`config.mk`:
```
export PLATFORM = sky130hd
export DESIGN_NAME = fib_predictor
export DESIGN_NICKNAME = d
export VERILOG_FILES = /design/src/rtl/fib_pkg.sv /design/src/rtl/fib_predictor.sv
export SDC_FILE = /design/constraint.sdc
export NUM_CORES = 1
export LEC_CHECK = 0
export CAP_MARGIN = 20
export CORE_MARGIN = 2
export CORE_UTILIZATION = 40
export CTS_CLUSTER_DIAMETER = 100
export DETAILED_ROUTE_END_ITERATION = 16
export DONT_BUFFER_PORTS = 1
export PLACE_DENSITY = 0.55
export SETUP_SLACK_MARGIN = 0.15
export SLEW_MARGIN = 30
export SYNTH_ARGS = -nofsm -noshare
export SYNTH_HDL_FRONTEND = slang
export SYNTH_SLANG_ARGS = --single-unit
export TNS_END_PERCENT = 10
```
`constraint.sdc`:
```
create_clock -name clk -period 2.2 [get_ports clk]
set_input_delay 0.55 -clock clk [delete_from_list [all_inputs] [get_ports clk]]
set_output_delay 0.55 -clock clk [all_outputs]
set_load 0.005 [all_outputs]
```
`src/rtl/fib_pkg.sv`:
```
// rtl/fib_pkg.sv - shared types and wrap-around arithmetic for the Fibonacci stream blocks
package fib_pkg;

   // Default term width used by the generator and checker.
   localparam int FIB_W = 4;

   // Widest term the shared arithmetic helper supports.
   localparam int FIB_MAX_W = 32;

   typedef enum logic [1:0] {
      SEED0,
      SEED1,
      CHECK,
      HALT
   } fib_chk_state_t;

   // Next term of the sequence: sum of the two previous terms, wrapped to w bits.
   // The carry out of the top bit is dropped, so wrap-around is a legal term.
   function automatic logic [FIB_MAX_W-1:0] fib_next(
      input logic [FIB_MAX_W-1:0] a,
      input logic [FIB_MAX_W-1:0] b,
      input int unsigned          w
   );
      logic [FIB_MAX_W-1:0] mask;
      if (w >= 32'(FIB_MAX_W)) begin
         mask = '1;
      end else begin
         mask = (FIB_MAX_W'(1) << w) - FIB_MAX_W'(1);
      end
      return (a + b) & mask;
   endfunction

endpackage

```
`src/rtl/fib_predictor.sv`:
```
// rtl/fib_predictor.sv - two-term history and registered next-term prediction
module fib_predictor
   import fib_pkg::*;
#(
   parameter int WIDTH = FIB_W
) (
   input  logic             clk,
   input  logic             reset,
   input  logic             clear,
   input  logic             load,
   input  logic             shift,
   input  logic [WIDTH-1:0] in_data,
   output logic [WIDTH-1:0] expected
);

   // prev1 is the most recent accepted term, prev0 the one before it.
   logic [WIDTH-1:0] prev0;
   logic [WIDTH-1:0] prev1;
   logic [WIDTH-1:0] prev0_d;
   logic [WIDTH-1:0] prev1_d;
   logic [WIDTH-1:0] expected_d;

   // Select the next history pair; clear wins over shift, shift over load.
   always_comb begin
      prev0_d = prev0;
      prev1_d = prev1;
      if (clear) begin
         prev0_d = '0;
         prev1_d = '0;
      end else if (shift) begin
         prev0_d = prev1;
         prev1_d = in_data;
      end else if (load) begin
         prev1_d = in_data;
      end
   end

   // Prediction is taken from the post-update pair so it is valid the cycle after a beat.
   always_comb begin
      expected_d = WIDTH'(fib_next(FIB_MAX_W'(prev0_d), FIB_MAX_W'(prev1_d), WIDTH));
   end

   // History and prediction registers.
   always_ff @(posedge clk or posedge reset) begin
      if (reset) begin
         prev0    <= '0;
         prev1    <= '0;
         expected <= '0;
      end else begin
         prev0    <= prev0_d;
         prev1    <= prev1_d;
         expected <= expected_d;
      end
   end

endmodule

```
Word level (Yosys, flattened, before mapping)
Cells that the tools add are included.

word-level totals
  input port bits = 9
  flip-flop bits (word level) = 12
  output and inout bits = 4
  logic and storage cells = 9

operators by class
  multiplexer cells = 5
  add/sub/neg operators = 1

operators with widths
  kind               number
  4-bit two-way mux  5
  4-bit adder        1

Longest topological paths before layout
  depth after elaboration = 4
  gate-level depth with buffers = 8
  depth with buffers taken out = 7

Least setup slack after synthesis
OpenSTA, ideal clock, no wires.

  path type = input-to-reg
  start = input port shift
  end = register expected[3]
  data required time = 2.066 ns
  path slack = 0.153 ns
  path buffers = 1
  arrival = 1.913 ns
  cell stages on the path = 8
  library setup time = 0.134 ns
  cells stage by stage = buf_6 nor2_1 nand2_1 a21oi_1 ha_1 a21o_1 a21oi_1 xnor3_1

on the way
  cells in the longest elaborated chain, start to end = 3
  elaborated cells on any way between the ends = 5
  classes of those cells = add/sub: 1; mux: 4

RTL lines
  item                  RTL line             RTL
  start, declared       fib_predictor.sv:11  input logic shift,
  4-bit two-way mux     fib_predictor.sv:30  end else if (shift) begin
  4-bit two-way mux     fib_predictor.sv:27  if (clear) begin
  net prev1_d[1]        fib_predictor.sv:20  logic [WIDTH-1:0] prev1_d;
  4-bit adder           fib_pkg.sv:30        return (a + b) & mask;
  net expected_d[3]     fib_predictor.sv:21  logic [WIDTH-1:0] expected_d;
  end signal, assigned  fib_predictor.sv:52  expected <= expected_d;
  end, declared         fib_predictor.sv:13  output logic [WIDTH-1:0] expected

The timed path passes the listed nets, and every way through them passes these cells.

Final worst setup path
Ends and elaborated chain as after synthesis.

==> key figures <==
Setup path
  – Critical path class: input port to register
  – Setup crit end kind: register
  – Reg-to-reg critical path startpoint: prev1[1]$_DFF_PP0_
  – FF-to-FF setup slack: between 0.5 and 0.6 ns
  – Startpoint types: input port
  – Crit-path max FO: 10
  – Reg2reg path depth: 6
  – Reg2reg end: expected[3]$_DFF_PP0_
  – Crit path DAT: 1.89 ns
  – CP Data Required Time: 2.35 ns

Clock tree
  – TritonCTS buffer count: 3
  – Hold buffer count at cts: 0
  – CTS root buf: clkbuf_4
  – Sink Count: 12
  – CTS max path bufs: 2
  – Postcts setup bufs: 0
  – Worst-path clk slew: 0.07 ns
  – Post-CTS sizing: 0
  – CTS tree: built
  – H-tree levels: 1
  – Worst-Skew Late Latency: 0.27 ns

Routing
  – Via count: 317
  – Iteration-0 DRC Markers: 3
  – DRC viols: 0
  – Routed WL per cell: approximately 15 µm
  – Post-Route WL: 919 µm
  – DR pass1 iterations: 2
  – Via-per-instance ratio: 5.11
  – DRT antenna net count: 0

Synthesis
  – Post-synthesis adder-cell area fraction: 10.6%
  – Area share of and/or/nand/nor cells after synthesis: a little over 7%
  – Syn avg cell area: 12.3 µm²
  – Yosys top cell area share: 55.3%
  – Seq cells post-synth: 12
  – Most frequent cell after synthesis: dfrtp_1
  – Primary FF master, synth: dfrtp_1
  – Synth area leaders: dfrtp_1 55%, mux2i_1 7.4%, ha_1 6.9%, xnor3_1 4.1%, a21oi_1 3.7%
  – Warnings, synthesis: 0
  – Yosys top cell by area: dfrtp_1
  – Mapped Cells: 44
  – Synth Net Count: 57
  – Mapped Area: around 540 µm²
  – Register area share after synthesis: 55.3%
  – Top cells by count, synth: 12 x dfrtp_1, 5 x nor2_1, 4 x a21oi_1, 4 x mux2i_1, 4 x o21ai_0
  – Library cells used by synthesis: 16
  – Post-synthesis mux area share: about 7.4%
  – Synth Area in Compound Gates: 10.4%
  – Largest family of logic cells by synthesized area: adder cells
  – Synth Area in XOR/XNOR: 5.76%
  – Async set-reset flop share out of synthesis: 100%
  – Number of flops mapped to enable cells by yosys: 0

STA
  – Relative slew slack: a little under three quarters
  – Final Hold Viols: 0
  – Fin crit share: approximately 79%
  – Slew Viols, Final: 0
  – Maximum clock frequency: 574 MHz
  – Final setup viols: 0
  – Fin crit period: 1.74 ns
  – Clock skew: 0.00269 ns
  – Worst Tran Pin Value: ~0.44 ns
  – Setup TNS Final: 0 ns
  – RSZ-0062 raised after global routing: no
  – Hold Worst Slack: 0.158 ns

Place
  – I/O Buffers: 0
  – Dpl hpwl: 710 µm
  – Final GP Congestion: approximately 0.67

Power
  – Gate power share: 7.8%
  – Clock share of power: 38.5%
  – PD cells: between 700 and 800 mW/mm²
  – Sw Share: 21.7%
  – Net Sw Power: 0.0977 mW
  – Worst vdd ir: 0.000278 V
  – P_leak: 0.310 nW
  – Overall Power: 0.450 mW
  – Internal Power: 0.352 mW
  – Seq pwr share: a little over half

Finish
  – Synth-to-Final Area Change: 8.76%
  – Final-stage net count: 61
  – Share of cells above drive strength 1: 12.8%
  – Ant diodes: 0

Global route
  – GRT Residual Overflow: 0
  – First-pass GRT wire length: 1380 µm
  – GR Util met1: 15.6%
  – GRT busiest layer: met2
  – Largest net degree at the start of global routing: 13
  – Met2 GRT Util: 21.1%
  – Total GRT Usage: between 10% and 20%
  – Vias in the first global route: 335
  – Met3 GRT Util: 4.89%
  – Initial antenna violation count: 0

Floorplanning
  – Die area: 0.00167 mm²
  – Die Y: 40.8 µm
  – Initial Util: a little over two fifths
  – Total core area: 0.00128 mm²
  – # IOs: 13
  – Row count: 13
  – Die X: 40.8 µm

Run
  – Max Cap Viol: 0

Outcome
  – Status: finished clean

Worst hold path
  – HP Class: input port to asynchronous set/reset pin
[layout make-up]
type / count / area [µm²]
Clock buffer: 4 / 36.3
Fill cell: 114 / 694
Inverter: 1 / 3.75
Multi-Input combinational cell: 29 / 224
Sequential cell: 12 / 300
Tap cell: 15 / 18.8
Timing Repair Buffer: 1 / 7.51
[critical path, cell delays in order]
cell,delay (ns)
nor2_1,0.19
nand2_1,0.08
a21oi_1,0.21
ha_1,0.28
a21o_1,0.19
a21oi_1,0.16
xnor3_1,0.23
[logic make-up (layout without fill, tap and decap cells)]
| family | after synthesis | after routing |
|---|---|---|
| compound gates | 10 | 10 |
| buf+inv | 3 | 6 |
| flops | 12 | 12 |
| simple gates | 9 | 9 |
| fa+ha+maj | 4 | 4 |
| xor+xnor | 2 | 2 |
| mux | 4 | 4 |
[stage by stage]
| stage | cell area [µm²] | setup WS (ns) | utilization [%] | std cells |
|---|---|---|---|---|
| detailed placement | 554 | 0.155 | 43.1 | 58 |
| floorplan | 543 | 0.153 | - | 44 |
| finish | 591 | 0.459 | 46.0 | 62 |
| global placement | 554 | 0.231 | 43.1 | 58 |
| CTS | 591 | 0.430 | 46.0 | 62 |
| global route | 591 | 0.347 | 46.0 | 62 |
[how the worst max path moves through the flow]
stage | startpoint | to | slack [ns] | cells after the start
floorplan | shift | expected[3]$_DFF_PP0_ | 0.15 | 8
CTS | shift | expected[3]$_DFF_PP0_ | 0.43 | 7
detailed placement | shift | expected[3]$_DFF_PP0_ | 0.15 | 7
finish | shift | expected[3]$_DFF_PP0_ | 0.46 | 7
global route | shift | expected[3]$_DFF_PP0_ | 0.35 | 7
global placement | shift | expected[3]$_DFF_PP0_ | 0.23 | 7
[registers in the layout, indices dropped and copies added (netlist names)]
signal    cells
prev1         4
prev0         4
expected      4
[routing by layer]
| metal | vias to the layer above | part of all wire [%] |
|---|---|---|
| li1 | 158 | - |
| met1 | 147 | 39 |
| met2 | 10 | 53 |
| met3 | 2 | 5.8 |
| met4 | 0 | 2.1 |
| met5 | - | 0 |
[power groups by stage]
| stage | clock [mW] | combinational [mW] | sequential, mW |
|---|---|---|---|
| 2_1_floorplan | 0 | 0.0329 | 0.245 |
| 3_3_place_gp | 0 | 0.0326 | 0.246 |
| 3_5_place_dp | 0 | 0.0352 | 0.247 |
| 4_1_cts | 0.177 | 0.0355 | 0.242 |
| 5_1_grt | 0.187 | 0.0393 | 0.244 |
| 6_report | 0.173 | 0.0349 | 0.242 |
[cells in the final DEF (no fill, tap or decap)]
cell type	n
dfrtp_1	12
nor2_1	5
o21ai_0	4
a21oi_1	4
mux2i_1	4
nand2_1	3
ha_1	3
clkbuf_4	3
or3b_1	1
a21oi_2	1
a21o_1	1
xnor3_1	1
xor2_1	1
inv_1	1
fa_1	1
clkbuf_8	1
buf_4	1
No activity file was read; power rests on OpenSTA's default activity.
